$ cat config.mk
export PLATFORM = sky130hd
export DESIGN_NAME = rsc_frame_encoder
export DESIGN_NICKNAME = d
export VERILOG_FILES = /design/src/rtl/rsc_frame_encoder.sv
export SDC_FILE = /design/constraint.sdc
export NUM_CORES = 1
export LEC_CHECK = 0
export CORE_MARGIN = 10
export CORE_UTILIZATION = 45
export DETAILED_ROUTE_END_ITERATION = 10
export GPL_ROUTABILITY_DRIVEN = 0
export GPL_TIMING_DRIVEN = 0
export PLACE_DENSITY = 0.83
export SLEW_MARGIN = 40
export SYNTH_ARGS = -nofsm -noshare
export SYNTH_HDL_FRONTEND = slang
export SYNTH_SLANG_ARGS = --single-unit
$ cat constraint.sdc
create_clock -name clk_i -period 3.5 [get_ports clk_i]
set_clock_uncertainty 0.05 [all_clocks]
set_input_delay 0.875 -clock clk_i [delete_from_list [all_inputs] [get_ports clk_i]]
set_output_delay 0.875 -clock clk_i [all_outputs]
set_load 0.1 [all_outputs]
$ cat src/rtl/rsc_frame_encoder.sv
// Rate-1/2 recursive systematic convolutional encoder, generators (7,5) octal, memory 2.
// Emits one frame of K soft symbol pairs plus two trellis-terminating tail pairs.
// A one-deep registered output stage with a valid/ready handshake; the symbol
// generator advances only when that stage is empty or being drained.
module rsc_frame_encoder #(
    parameter int unsigned K   = 16,
    parameter int unsigned W   = 7,
    parameter int unsigned AMP = 31
) (
    input  logic                clk_i,
    input  logic                rst_i,
    input  logic                start_i,
    input  logic [K-1:0]        data_i,
    input  logic                ready_i,
    output logic                valid_o,
    output logic signed [W-1:0] sys_o,
    output logic signed [W-1:0] enc_o,
    output logic                tail_o,
    output logic                busy_o,
    output logic                done_o
);

    localparam int unsigned    CntW    = (K > 1) ? $clog2(K) : 1;
    localparam logic [CntW-1:0] LastCnt = CntW'(K - 1);
    localparam logic [W-1:0]   SymPos  = W'(AMP);
    localparam logic [W-1:0]   SymNeg  = -SymPos;

    typedef enum logic [1:0] {StIdle, StData, StTail, StDone} state_e;

    state_e          state_q, state_d;
    logic [K-1:0]    data_q, data_d;
    logic            s1_q, s1_d, s2_q, s2_d;
    logic [CntW-1:0] cnt_q, cnt_d;
    logic            tcnt_q, tcnt_d;
    logic            valid_q, valid_d;
    logic [W-1:0]    sys_q, sys_d, enc_q, enc_d;
    logic            tail_q, tail_d;
    logic            busy_q, busy_d;
    logic            done_q, done_d;

    // Output stage can take a new symbol when empty or when the sink takes the current one.
    logic load;
    logic u, a, p;

    function automatic logic [W-1:0] map_bit(input logic b);
        return b ? SymNeg : SymPos;
    endfunction

    // Next-state, encoder update and output-stage loading.
    always_comb begin
        state_d = state_q;
        data_d  = data_q;
        s1_d    = s1_q;
        s2_d    = s2_q;
        cnt_d   = cnt_q;
        tcnt_d  = tcnt_q;
        valid_d = valid_q;
        sys_d   = sys_q;
        enc_d   = enc_q;
        tail_d  = tail_q;
        done_d  = 1'b0;
        load    = !valid_q || ready_i;
        u       = 1'b0;
        a       = 1'b0;
        p       = 1'b0;

        unique case (state_q)
            StIdle: begin
                if (start_i) begin
                    data_d  = data_i;
                    s1_d    = 1'b0;
                    s2_d    = 1'b0;
                    cnt_d   = '0;
                    tcnt_d  = 1'b0;
                    state_d = StData;
                end
            end
            StData: begin
                // data_q shifts left, so the MSB is always the current bit.
                u = data_q[K-1];
                a = u ^ s1_q ^ s2_q;
                p = a ^ s2_q;
                if (load) begin
                    valid_d = 1'b1;
                    sys_d   = map_bit(u);
                    enc_d   = map_bit(p);
                    tail_d  = 1'b0;
                    s1_d    = a;
                    s2_d    = s1_q;
                    data_d  = data_q << 1;
                    if (cnt_q == LastCnt) begin
                        state_d = StTail;
                    end else begin
                        cnt_d = cnt_q + CntW'(1);
                    end
                end
            end
            StTail: begin
                // Input chosen to cancel the feedback, driving the trellis toward state 0.
                u = s1_q ^ s2_q;
                p = s2_q;
                if (load) begin
                    valid_d = 1'b1;
                    sys_d   = map_bit(u);
                    enc_d   = map_bit(p);
                    tail_d  = 1'b1;
                    s1_d    = 1'b0;
                    s2_d    = s1_q;
                    tcnt_d  = 1'b1;
                    if (tcnt_q) begin
                        state_d = StDone;
                    end
                end
            end
            StDone: begin
                // Wait for the last tail symbol to drain, then pulse done.
                if (load) begin
                    valid_d = 1'b0;
                    sys_d   = '0;
                    enc_d   = '0;
                    tail_d  = 1'b0;
                    done_d  = 1'b1;
                    state_d = StIdle;
                end
            end
            default: state_d = StIdle;
        endcase

        busy_d = valid_d || done_d;
    end

    // State and registered outputs.
    always_ff @(posedge clk_i or posedge rst_i) begin
        if (rst_i) begin
            state_q <= StIdle;
            data_q  <= '0;
            s1_q    <= 1'b0;
            s2_q    <= 1'b0;
            cnt_q   <= '0;
            tcnt_q  <= 1'b0;
            valid_q <= 1'b0;
            sys_q   <= '0;
            enc_q   <= '0;
            tail_q  <= 1'b0;
            busy_q  <= 1'b0;
            done_q  <= 1'b0;
        end else begin
            state_q <= state_d;
            data_q  <= data_d;
            s1_q    <= s1_d;
            s2_q    <= s2_d;
            cnt_q   <= cnt_d;
            tcnt_q  <= tcnt_d;
            valid_q <= valid_d;
            sys_q   <= sys_d;
            enc_q   <= enc_d;
            tail_q  <= tail_d;
            busy_q  <= busy_d;
            done_q  <= done_d;
        end
    end

    assign valid_o = valid_q;
    assign sys_o   = sys_q;
    assign enc_o   = enc_q;
    assign tail_o  = tail_q;
    assign busy_o  = busy_q;
    assign done_o  = done_q;

endmodule

==> results of run 1 <==
==> final timing paths <==
check / from / endpoint / slack [ns] / cells after the start
max: ready_i / cnt_q[2] / 1.10 / 6
min: tail_o / tail_o / 0.46 / 1
max reg2reg: state_q[0] / cnt_q[2] / 1.37 / 7
min reg2reg: tail_o / tail_o / 0.46 / 1
max in group asynchronous: rst_i / data_q[7] / 1.98 / 2
min in group asynchronous: rst_i / tail_o / 0.97 / 2
==> layout make-up <==
| cell class | count | area, um^2 |
|---|---|---|
| inverter | 7 | 26.3 |
| tap | 50 | 62.6 |
| clock inverter | 1 | 30.0 |
| clock buffer | 7 | 76.3 |
| timing repair buffer | 37 | 280 |
| sequential | 34 | 851 |
| multi-input combinational | 126 | 900 |
| fill | 356 | 1690 |
| buffer | 19 | 146 |
==> kinds of logic after synthesis <==
| kind of cell | count (synthesis) |
|---|---|
| simple gates | 49 |
| mux | 20 |
| fa+ha+maj | 7 |
| xor+xnor | 3 |
| compound gates | 47 |
| buf+inv | 26 |
| flops | 34 |
==> cells in the final DEF (no fill, tap or decap), types with 2 or more instances in the layout <==
master and instances:
a21oi_1 13, a21oi_2 12, a22o_1 2, buf_2 21
buf_4 11, buf_6 4, clkbuf_1 3, clkbuf_8 5
clkdlybuf4s50_1 19, dfrtp_1 34, ha_1 7, inv_1 6
mux2i_1 18, nand2_1 5, nand3_1 3, nor2_1 29
nor2b_1 2, nor2b_4 2, nor3b_1 2, o21ai_0 10
xnor2_1 2
==> registers in the layout, indices dropped and copies added (netlist names) <==
| name | cells |
|---|---|
| valid_o | 1 |
| tcnt_q | 1 |
| enc_o | 2 |
| state_q | 2 |
| s2_q | 1 |
| busy_o | 1 |
| done_o | 1 |
| cnt_q | 4 |
| sys_o | 3 |
| s1_q | 1 |
| tail_o | 1 |
| data_q | 16 |
==> worst register-to-register path: cells and delay by family (launching register included) <==
| family | cells | cell delay [ns] |
|---|---|---|
| adders and majority gates | 1 | 0.22 |
| buffers and inverters | 3 | 0.57 |
| DFF | 1 | 0.43 |
| and+or+nand+nor | 1 | 0.14 |
| AOI/OAI and AO/OA | 2 | 0.60 |
==> routing by layer <==
layer / vias up / part of all wire [%]
met3: 4 / 4.0
met1: 678 / 44
met5: - / 0
li1: 715 / -
met4: 0 / 1.7
met2: 21 / 50
==> metrics by stage <==
step / std cells / worst slack [ns] / utilization (%) / instance area [um^2] / hold slack (ns)
detailed placement: 273 / 0.827 / 55.8 / 2270 / 0.440
global placement: 273 / 0.828 / 58.1 / 2360 / 0.448
finish: 281 / 1.10 / 58.5 / 2370 / 0.458
CTS: 281 / 1.11 / 58.5 / 2370 / 0.462
floorplan: 186 / 1.20 / - / 1920 / 0.438
global route: 281 / 1.04 / 58.5 / 2370 / 0.489
==> results.md, run 1 <==
* Crit Path Max Fanout at 10
* DRT iter0 DRCs at 120
* Cell with the most instances after synthesis: dfrtp_1
* # rows at 23
* Max-Cap Viols at 0
* Synth top area share at 44.2%
* Clock sink count at 34
* Adder-cell share of the synthesized area at 4.55%
* Setup bufs post-CTS at 0
* Synth Area in Compound Gates at 17.8%
* Final Hold Fails at 0
* First-pass GRT wire length at 6270 um
* Synth area leader: dfrtp_1
* HP Class: flip-flop to flip-flop
* Post-Syn Instances at 186
* Number of H-tree levels at 2
* DRC violations left at 0
* Final WL at 3810 um
* Fin crit share at 68.5%
* Status: completed
* Die ar. at 7290 um^2
* Layer with the highest usage: met2
* Post-synth top cells: dfrtp_1 (34), nor2_1 (29), mux2i_1 (18)
* Vias in the first global route at 1,394
* Clock buffer depth at 2
* Met2 GRT Util at 16.9%
* Buf+Inv Stages, Crit Path at 3
* Setup Crit Path Kind: input port to flip-flop
* Hold Buf Count CTS at 0
* Drt pass-1 iters at 4
* Fmax at 0.417 GHz
* DR vias/cell at 5.05
* Core area at 4060 um^2
* Yosys cell types at 38
* Crit path max-delay family: buffers and inverters
* Final TNS setup at 0 ns
* Total GRT Usage at 10.3%
* Sequential share of the synthesized area at 44.2%
* Yosys warnings at 0
* Global Route met1 Usage at 12.0%
* Die H at 85.4 um
* Mapped Avg Cell Area at 10.3 um^2
* Cts repair resizes at 0
* Mux cell area share after synthesis at 10.7%
* Synth Area in Simple Gates at 12.3%
* Startpoint Class: input port
* Layout area overhead at 23.4%
* Crit path DAT at 2.51 ns
* Synthesized Nets at 213
* PortBufs at 37
* Pin count of the biggest net entering global routing at 35
* Crit path time final at 2.40 ns
* Relative slew slack at 53.4%
* Layout cell share with drive strength beyond 1 at 27.3%
* Final Setup Violations at 0
* Avg WL per Cell at 13.6 um
* Critical-path cell list: clkdlybuf4s50_1 > nor2b_4 > buf_6 > a211oi_4 > buf_4 > a21oi_1
* Via count at 1,418
* Overflow after GRT at 0
* Clk Latency, worst-skew pair at 0.28 ns
* Post-synth EDFFs at 0
* Primary FF master, synth: dfrtp_1
* Async S/R FF share, synth at 100%
* Antenna violations before repair at 0
* Nets at 257
* TritonCTS Buffers at 5
* Flops & latches, synth at 34
* Chip width at 85.4 um
* Post-synthesis cell area at 1920 um^2
* Worst-path clk slew at 0.07 ns
* GRT met3 Usage at 2.49%
* Top cells by area, synth: dfrtp_1 (44%), mux2i_1 (9.4%), nor2_1 (5.7%)
* Critical Path Max Stage Delay at 0.53 ns
* Largest family of logic cells by synthesized area: compound AO/OA/AOI/OAI gates
* Critical-path top delay cell: a211oi_4
* CTS tree: built
* Remaining antenna violation count at 0
* CP endpoint kind: flip-flop
* Initial Util at 47.4%
* Req. time, crit path at 3.61 ns
* # diodes at 0
* XOR/XNOR share of the synthesized area at 1.37%
* Max-slew violations at 0
* Worst-Margin Slew at 0.698 ns
* Top-Level Pins at 38
* Root Buffer: clkbuf_8
* DP HPWL at 2760 um
* RSZ-0062 raised after global routing: no
Power of run 1 is left out: the tool's default activity adds up to more than one toggle a clock period on the data nets, which glitch-free logic cannot reach.
==> inputs of run 2 (changes only) <==
--- a/config.mk
+++ b/config.mk
@@ -10,7 +10,7 @@
 export DETAILED_ROUTE_END_ITERATION = 10
 export GPL_ROUTABILITY_DRIVEN = 0
 export GPL_TIMING_DRIVEN = 0
-export PLACE_DENSITY = 0.83
+export PLACE_DENSITY = 0.86
 export SLEW_MARGIN = 40
 export SYNTH_ARGS = -nofsm -noshare
 export SYNTH_HDL_FRONTEND = slang
==> constraint.sdc (replaced) <==
create_clock -name clk_i -period 2 [get_ports clk_i]
set_clock_uncertainty 0.05 [all_clocks]
set_input_delay 0.5 -clock clk_i [delete_from_list [all_inputs] [get_ports clk_i]]
set_output_delay 0.5 -clock clk_i [all_outputs]
set_load 0.1 [all_outputs]
==> run 2 against run 1 <==
Setup slack worse by 1.0 ns. Die area unchanged. Global-route usage up 0.88 points. Via count up 1.4%. Final cell count up 0.71%.
==> results.md, run 2 (synthesis gave the netlist of run 1 again) <==
* # diodes at 0 (unchanged)
* Core area at 4060 um^2 (unchanged)
* Max-slew violations at 0 (unchanged)
* Startpoint Class: flip-flop
* Die H at 85.4 um (unchanged)
* Crit path max-delay family: compound AO/OA/AOI/OAI gates
* Relative slew slack at 53.4% (about the same)
* Req. time, crit path at 2.13 ns (-1.48 ns)
* Worst-Margin Slew at 0.698 ns (+0.000235 ns)
* Clock sink count at 34 (unchanged)
* Clock buffer depth at 2 (unchanged)
* Drt pass-1 iters at 4 (unchanged)
* Fmax at 0.520 GHz
* RSZ-0062 raised after global routing: yes
* Critical Path Max Stage Delay at 0.41 ns (-0.12 ns)
* Via count at 1,438 (+1.4%)
* Layout filler cell count at 355 (-0.28%)
* R2R Path Start: state_q[1]
* Vias in the first global route at 1,447 (+3.8%)
* Fin crit share at 96.1%
* Crit Path Max Fanout at 8 (-2)
* DP HPWL at 2980 um (+7.7%)
* Root Buffer: clkbuf_8
* Nets at 259 (+0.78%)
* Initial Util at 47.4% (unchanged)
* Critical-path top delay cell: dfrtp_2
* CTS tree: built
* Final Setup Violations at 0 (unchanged)
* Critical-path cell list: inv_1 > ha_1 > buf_2 > or2_0 > a21o_1 > a211o_1 > a22o_1
* Status: completed
* Pin count of the biggest net entering global routing at 35 (unchanged)
* Commonest non-fill, non-tap cell in the layout: dfrtp_1
* DR vias/cell at 5.08 (+0.69%)
* Final worst slack at 0.0779 ns (-1.02 ns)
* Largest register FFs at 16 (unchanged)
* Number of H-tree levels at 2 (unchanged)
* HP Class: flip-flop to flip-flop
* Layout area overhead at 24.5%
* DRC violations left at 0 (unchanged)
* Pre-CTS setup slack at -0.308 ns (-1.13 ns)
* Final Hold Fails at 0 (unchanged)
* Top-Level Pins at 38 (unchanged)
* Layout cell share with drive strength beyond 1 at 30.5% (+3.2 points)
* Met2 GRT Util at 17.4% (+0.48 points)
* Die ar. at 7290 um^2 (unchanged)
* Hold_sp: tail_o
* Crit path DAT at 2.05 ns (-0.46 ns)
* Max-Cap Viols at 0 (unchanged)
* Buf+Inv Stages, Crit Path at 2 (-1)
* Setup Crit Path Kind: flip-flop to flip-flop
* CP endpoint kind: flip-flop
* Global Route met1 Usage at 13.3% (+1.3 points)
* Layer with the highest usage: met2
* Clk Latency, worst-skew pair at 0.29 ns (about the same)
* Most flop-heavy register: data_q
* Worst-path clk slew at 0.07 ns (about the same)
* TritonCTS Buffers at 5 (unchanged)
* Antenna violations before repair at 0 (unchanged)
* Overflow after GRT at 0 (unchanged)
* Avg WL per Cell at 14.0 um (+3.4%)
* PortBufs at 37 (unchanged)
* Crit path time final at 1.92 ns
* Total GRT Usage at 11.1% (+0.88 points)
* Remaining antenna violation count at 0 (unchanged)
* Hold Buf Count CTS at 0 (unchanged)
* GRT met3 Usage at 4.30% (+1.8 points)
* DRT iter0 DRCs at 127 (+5.8%)
* First-pass GRT wire length at 6790 um (+8.2%)
* Critical Path Start: state_q[1]
* Final WL at 3970 um (+4.1%)
* Most frequent cells in the layout: dfrtp_1 (31), nor2_1 (29), buf_2 (20)
* Chip width at 85.4 um (unchanged)
* # rows at 23 (unchanged)
run 2: path summary, 6_finish.rpt:
path / end / cells after the start / slack (ns)
setup / recovery: s1_q / 7 / 0.08
hold / removal: tail_o / 1 / 0.46
setup reg to reg: s1_q / 7 / 0.08
hold reg to reg: tail_o / 1 / 0.46
max in group asynchronous: state_q[0] / 2 / 0.82
min in group asynchronous: data_q[1] / 2 / 0.59
run 2: worst reg2reg max path: stages, from the launching register on:
cell and delay, ns:
dfrtp_2 0.41, inv_1 0.09, ha_1 0.17, buf_2 0.17, or2_0 0.23, a21o_1 0.21, a211o_1 0.27, a22o_1 0.23
run 2: per-layer routing:
layer  part of all wire (%)  wire length [um]
met5                      0                 0
met4                    1.7                66
met3                    6.7               264
met2                     48              1910
met1                     44              1730
run 2: what timing repair did:
item / in CTS / in global routing
setup endpoints to repair: 21 / 16
setup buffers: 3 / 0
gates resized for setup: 0 / 3
pin swaps: 2 / 0
run 2: per-stage QoR:
step	TNS [ns]	hold WS (ns)	std cells	utilization, %	instance area [um^2]
2_1_floorplan	0	0.438	186	-	1920
3_3_place_gp	-9.30	0.440	273	58.1	2360
3_5_place_dp	-5.01	0.445	273	55.9	2270
4_1_cts	0	0.461	284	59.1	2400
5_1_grt	-0.0256	0.480	283	59.0	2390
6_report	0	0.461	283	59.0	2390
run 2: area by class of cell:
type / instances / area (um^2) / area share, %
multi-input cells: 126 / 900 / 37.6
clock inverters: 2 / 12.5 / 0.522
flip-flops and latches: 34 / 855 / 35.7
clock buffers: 6 / 82.6 / 3.45
plain buffers: 18 / 141 / 5.90
well taps: 50 / 62.6 / 2.61
repair buffers: 40 / 315 / 13.2
inverters: 7 / 26.3 / 1.10
Power of run 2 is left out for the same reason.
==> inputs of run 3 (changes only) <==
--- a/config.mk
+++ b/config.mk
@@ -5,7 +5,8 @@
 export SDC_FILE = /design/constraint.sdc
 export NUM_CORES = 1
 export LEC_CHECK = 0
-export CORE_MARGIN = 10
+export ABC_AREA = 1
+export CORE_MARGIN = 1
 export CORE_UTILIZATION = 45
 export DETAILED_ROUTE_END_ITERATION = 10
 export GPL_ROUTABILITY_DRIVEN = 0
==> run 3 against run 2 <==
Sequential cell count is the same. Global-route usage grew 7.5 points. Non-clock buffer count shrank 7. Utilization grew 0.10 points. Setup slack gained 0.14 ns. First-iteration DRC count shrank 7.1%. Synthesized cell count grew 25%. Final cell count grew 15%. Sequential share of layout area shrank 0.47 points. Cell area grew 0.89%. Critical endpoint is now sys_o[3].
==> results.md, run 3 <==
* Status: completed
* Worst-path clk slew at 0.07 ns (about the same)
* Clk Latency, worst-skew pair at 0.29 ns (about the same)
* Yosys warnings at 0 (unchanged)
* Final WL at 3840 um (-3.3%)
* Cts repair resizes at 0 (unchanged)
* Largest register FFs at 16 (unchanged)
* DR vias/cell at 4.89 (-3.7%)
* Chip width at 68.0 um (-20%)
* Largest family of logic cells by synthesized area: simple AND/OR/NAND/NOR gates
* WL met1 at 1730 um (+0.23%)
* Fin crit share at 89.0% (-7.1 points)
* Drt pass-1 iters at 4 (unchanged)
* DR WL met2 at 1870 um (-2.2%)
* Pre-CTS setup slack at 0.116 ns (+0.424 ns)
* Die ar. at 4620 um^2 (-37%)
* Crit path time final at 1.78 ns (-0.143 ns)
* Post-synth EDFFs at 0 (unchanged)
* RSZ-0062 raised after global routing: no
* Async S/R FF share, synth at 100% (unchanged)
* Antenna violations before repair at 0 (unchanged)
* Post-synthesis cell area at 1960 um^2 (+1.9%)
* Mux cell area share after synthesis at 7.66% (-3.1 points)
* Synth area leader: dfrtp_1
* TritonCTS Buffers at 5 (unchanged)
* Final worst slack at 0.221 ns (+0.143 ns)
* Crit Path Max Fanout at 5 (-3)
* CTS tree: built
* # rows at 23 (unchanged)
* XOR/XNOR share of the synthesized area at 0.447% (-0.92 points)
* Hold Buf Count CTS at 0 (unchanged)
* Most frequent cells in the layout: nand2_1 (82), dfrtp_1 (34), inv_1 (20)
* Yosys cell types at 20 (-47%)
* Commonest non-fill, non-tap cell in the layout: nand2_1
* Setup bufs post-CTS at 0 (-3)
* Mapped Avg Cell Area at 8.45 um^2 (-18%)
* Layout cell share with drive strength beyond 1 at 21.7% (-8.7 points)
* CP endpoint kind: primary output
* Setup Crit Path Kind: flip-flop to primary output
* Synth Area in Simple Gates at 23.2% (+11 points)
* Post-synth top cells: nand2_1 (82), dfrtp_1 (34), inv_1 (21)
* Relative slew slack at 61.4% (+8.0 points)
* Initial Util at 47.9% (+0.55 points)
* Core area at 4090 um^2 (+0.71%)
* Sequential share of the synthesized area at 43.4% (-0.82 points)
* Overflow after GRT at 0 (unchanged)
* # diodes at 0 (unchanged)
* Synthesized Nets at 259 (+22%)
* Flops & latches, synth at 34 (unchanged)
* Die H at 68.0 um (-20%)
* Max-Cap Viols at 0 (unchanged)
* Clock sink count at 34 (unchanged)
* Crit path DAT at 1.23 ns (-0.82 ns)
* Clock buffer depth at 2 (unchanged)
* Final Hold Fails at 0 (unchanged)
* Most flop-heavy register: data_q
* Req. time, crit path at 1.45 ns (-0.68 ns)
* Via count at 1,595 (+11%)
* Adder-cell share of the synthesized area at 4.47% (-0.084 points)
* Remaining antenna violation count at 0 (unchanged)
* Number of H-tree levels at 2 (unchanged)
* Primary FF master, synth: dfrtp_1
* Post-Syn Instances at 232 (+25%)
* Nets at 303 (+17%)
* Layout area overhead at 23.3%
* Met3 wire len at 175 um (-34%)
* Synth Area in Compound Gates at 10.2% (-7.6 points)
* HP Class: flip-flop to flip-flop
* Top-Level Pins at 38 (unchanged)
* Synth top area share at 43.4% (-0.82 points)
* DP HPWL at 2770 um (-6.9%)
* Final Setup Violations at 0 (unchanged)
* Root Buffer: clkbuf_8
* DRT iter0 DRCs at 118 (-7.1%)
* Worst-Margin Slew at 0.578 ns (-0.119 ns)
* Avg WL per Cell at 11.8 um (-16%)
* Startpoint Class: flip-flop
* PortBufs at 37 (unchanged)
* Uppermost routed layer: met4
* Cell with the most instances after synthesis: nand2_1
* Pin count of the biggest net entering global routing at 35 (unchanged)
* DRC violations left at 0 (unchanged)
* Max-slew violations at 0 (unchanged)
* First-pass GRT wire length at 6270 um (-7.7%)
* Vias in the first global route at 1,427 (-1.4%)
* Top cells by area, synth: dfrtp_1 (43%), nand2_1 (16%), mux2i_1 (7.7%)
* Total GRT Usage at 18.6% (+7.5 points)
* Fmax at 0.562 GHz (+8.0%)
run 3: cells by family (layout without fill, tap and decap cells):
family / Yosys count / after routing
AND/OR/NAND/NOR: 109 / 109
buffers and inverters: 37 / 81
XOR/XNOR: 1 / 1
AO/OA/AOI/OAI: 29 / 29
multiplexers: 15 / 15
flip-flops: 34 / 34
adder cells (fa/ha/maj): 7 / 7
run 3: cell type report:
cell class / count / area [um^2]
Clock inverter: 1 / 30.0
Tap cell: 50 / 62.6
Clock buffer: 6 / 82.6
Buffer: 14 / 120
Inverter: 23 / 87.6
Multi-Input combinational cell: 161 / 902
Fill cell: 369 / 1670
Sequential cell: 34 / 851
Timing Repair Buffer: 37 / 280
run 3: path summary, 6_finish.rpt:
kind	from	end	slack (ns)	depth (start not counted)
worst min-delay path	data_q[13]	data_q[13]	0.43	2
worst min register to register	data_q[13]	data_q[13]	0.43	2
worst max-delay path	sys_o[4]	sys_o[3]	0.22	2
worst max register to register	state_q[0]	enc_o[4]	0.27	7
min in group asynchronous	rst_i	data_q[3]	0.53	2
max in group asynchronous	rst_i	valid_o	1.01	2
run 3: routing by layer:
layer  global-route usage [%]  vias up
met2                     28.6       43
met4                     10.2        0
met1                     23.5      722
met3                     5.33        6
met5                        0        -
li1                         -      824
run 3: worst max-delay path: stages (launching register included):
cell,delay (ns)
dfrtp_1,0.41
buf_4,0.12
buf_2,0.41
run 3: stage by stage:
stage	TNS (ns)	cells	utilization (%)	hold slack (ns)	cell area, um^2
final	0	326	59.1	0.434	2420
after global routing	0	326	59.1	0.457	2420
after CTS	0	326	59.1	0.438	2410
after detailed placement	0	319	56.3	0.420	2300
after global placement	-4.47	319	58.5	0.413	2390
after floorplan	0	232	-	0.403	1960
Power of run 3 is left out for the same reason.
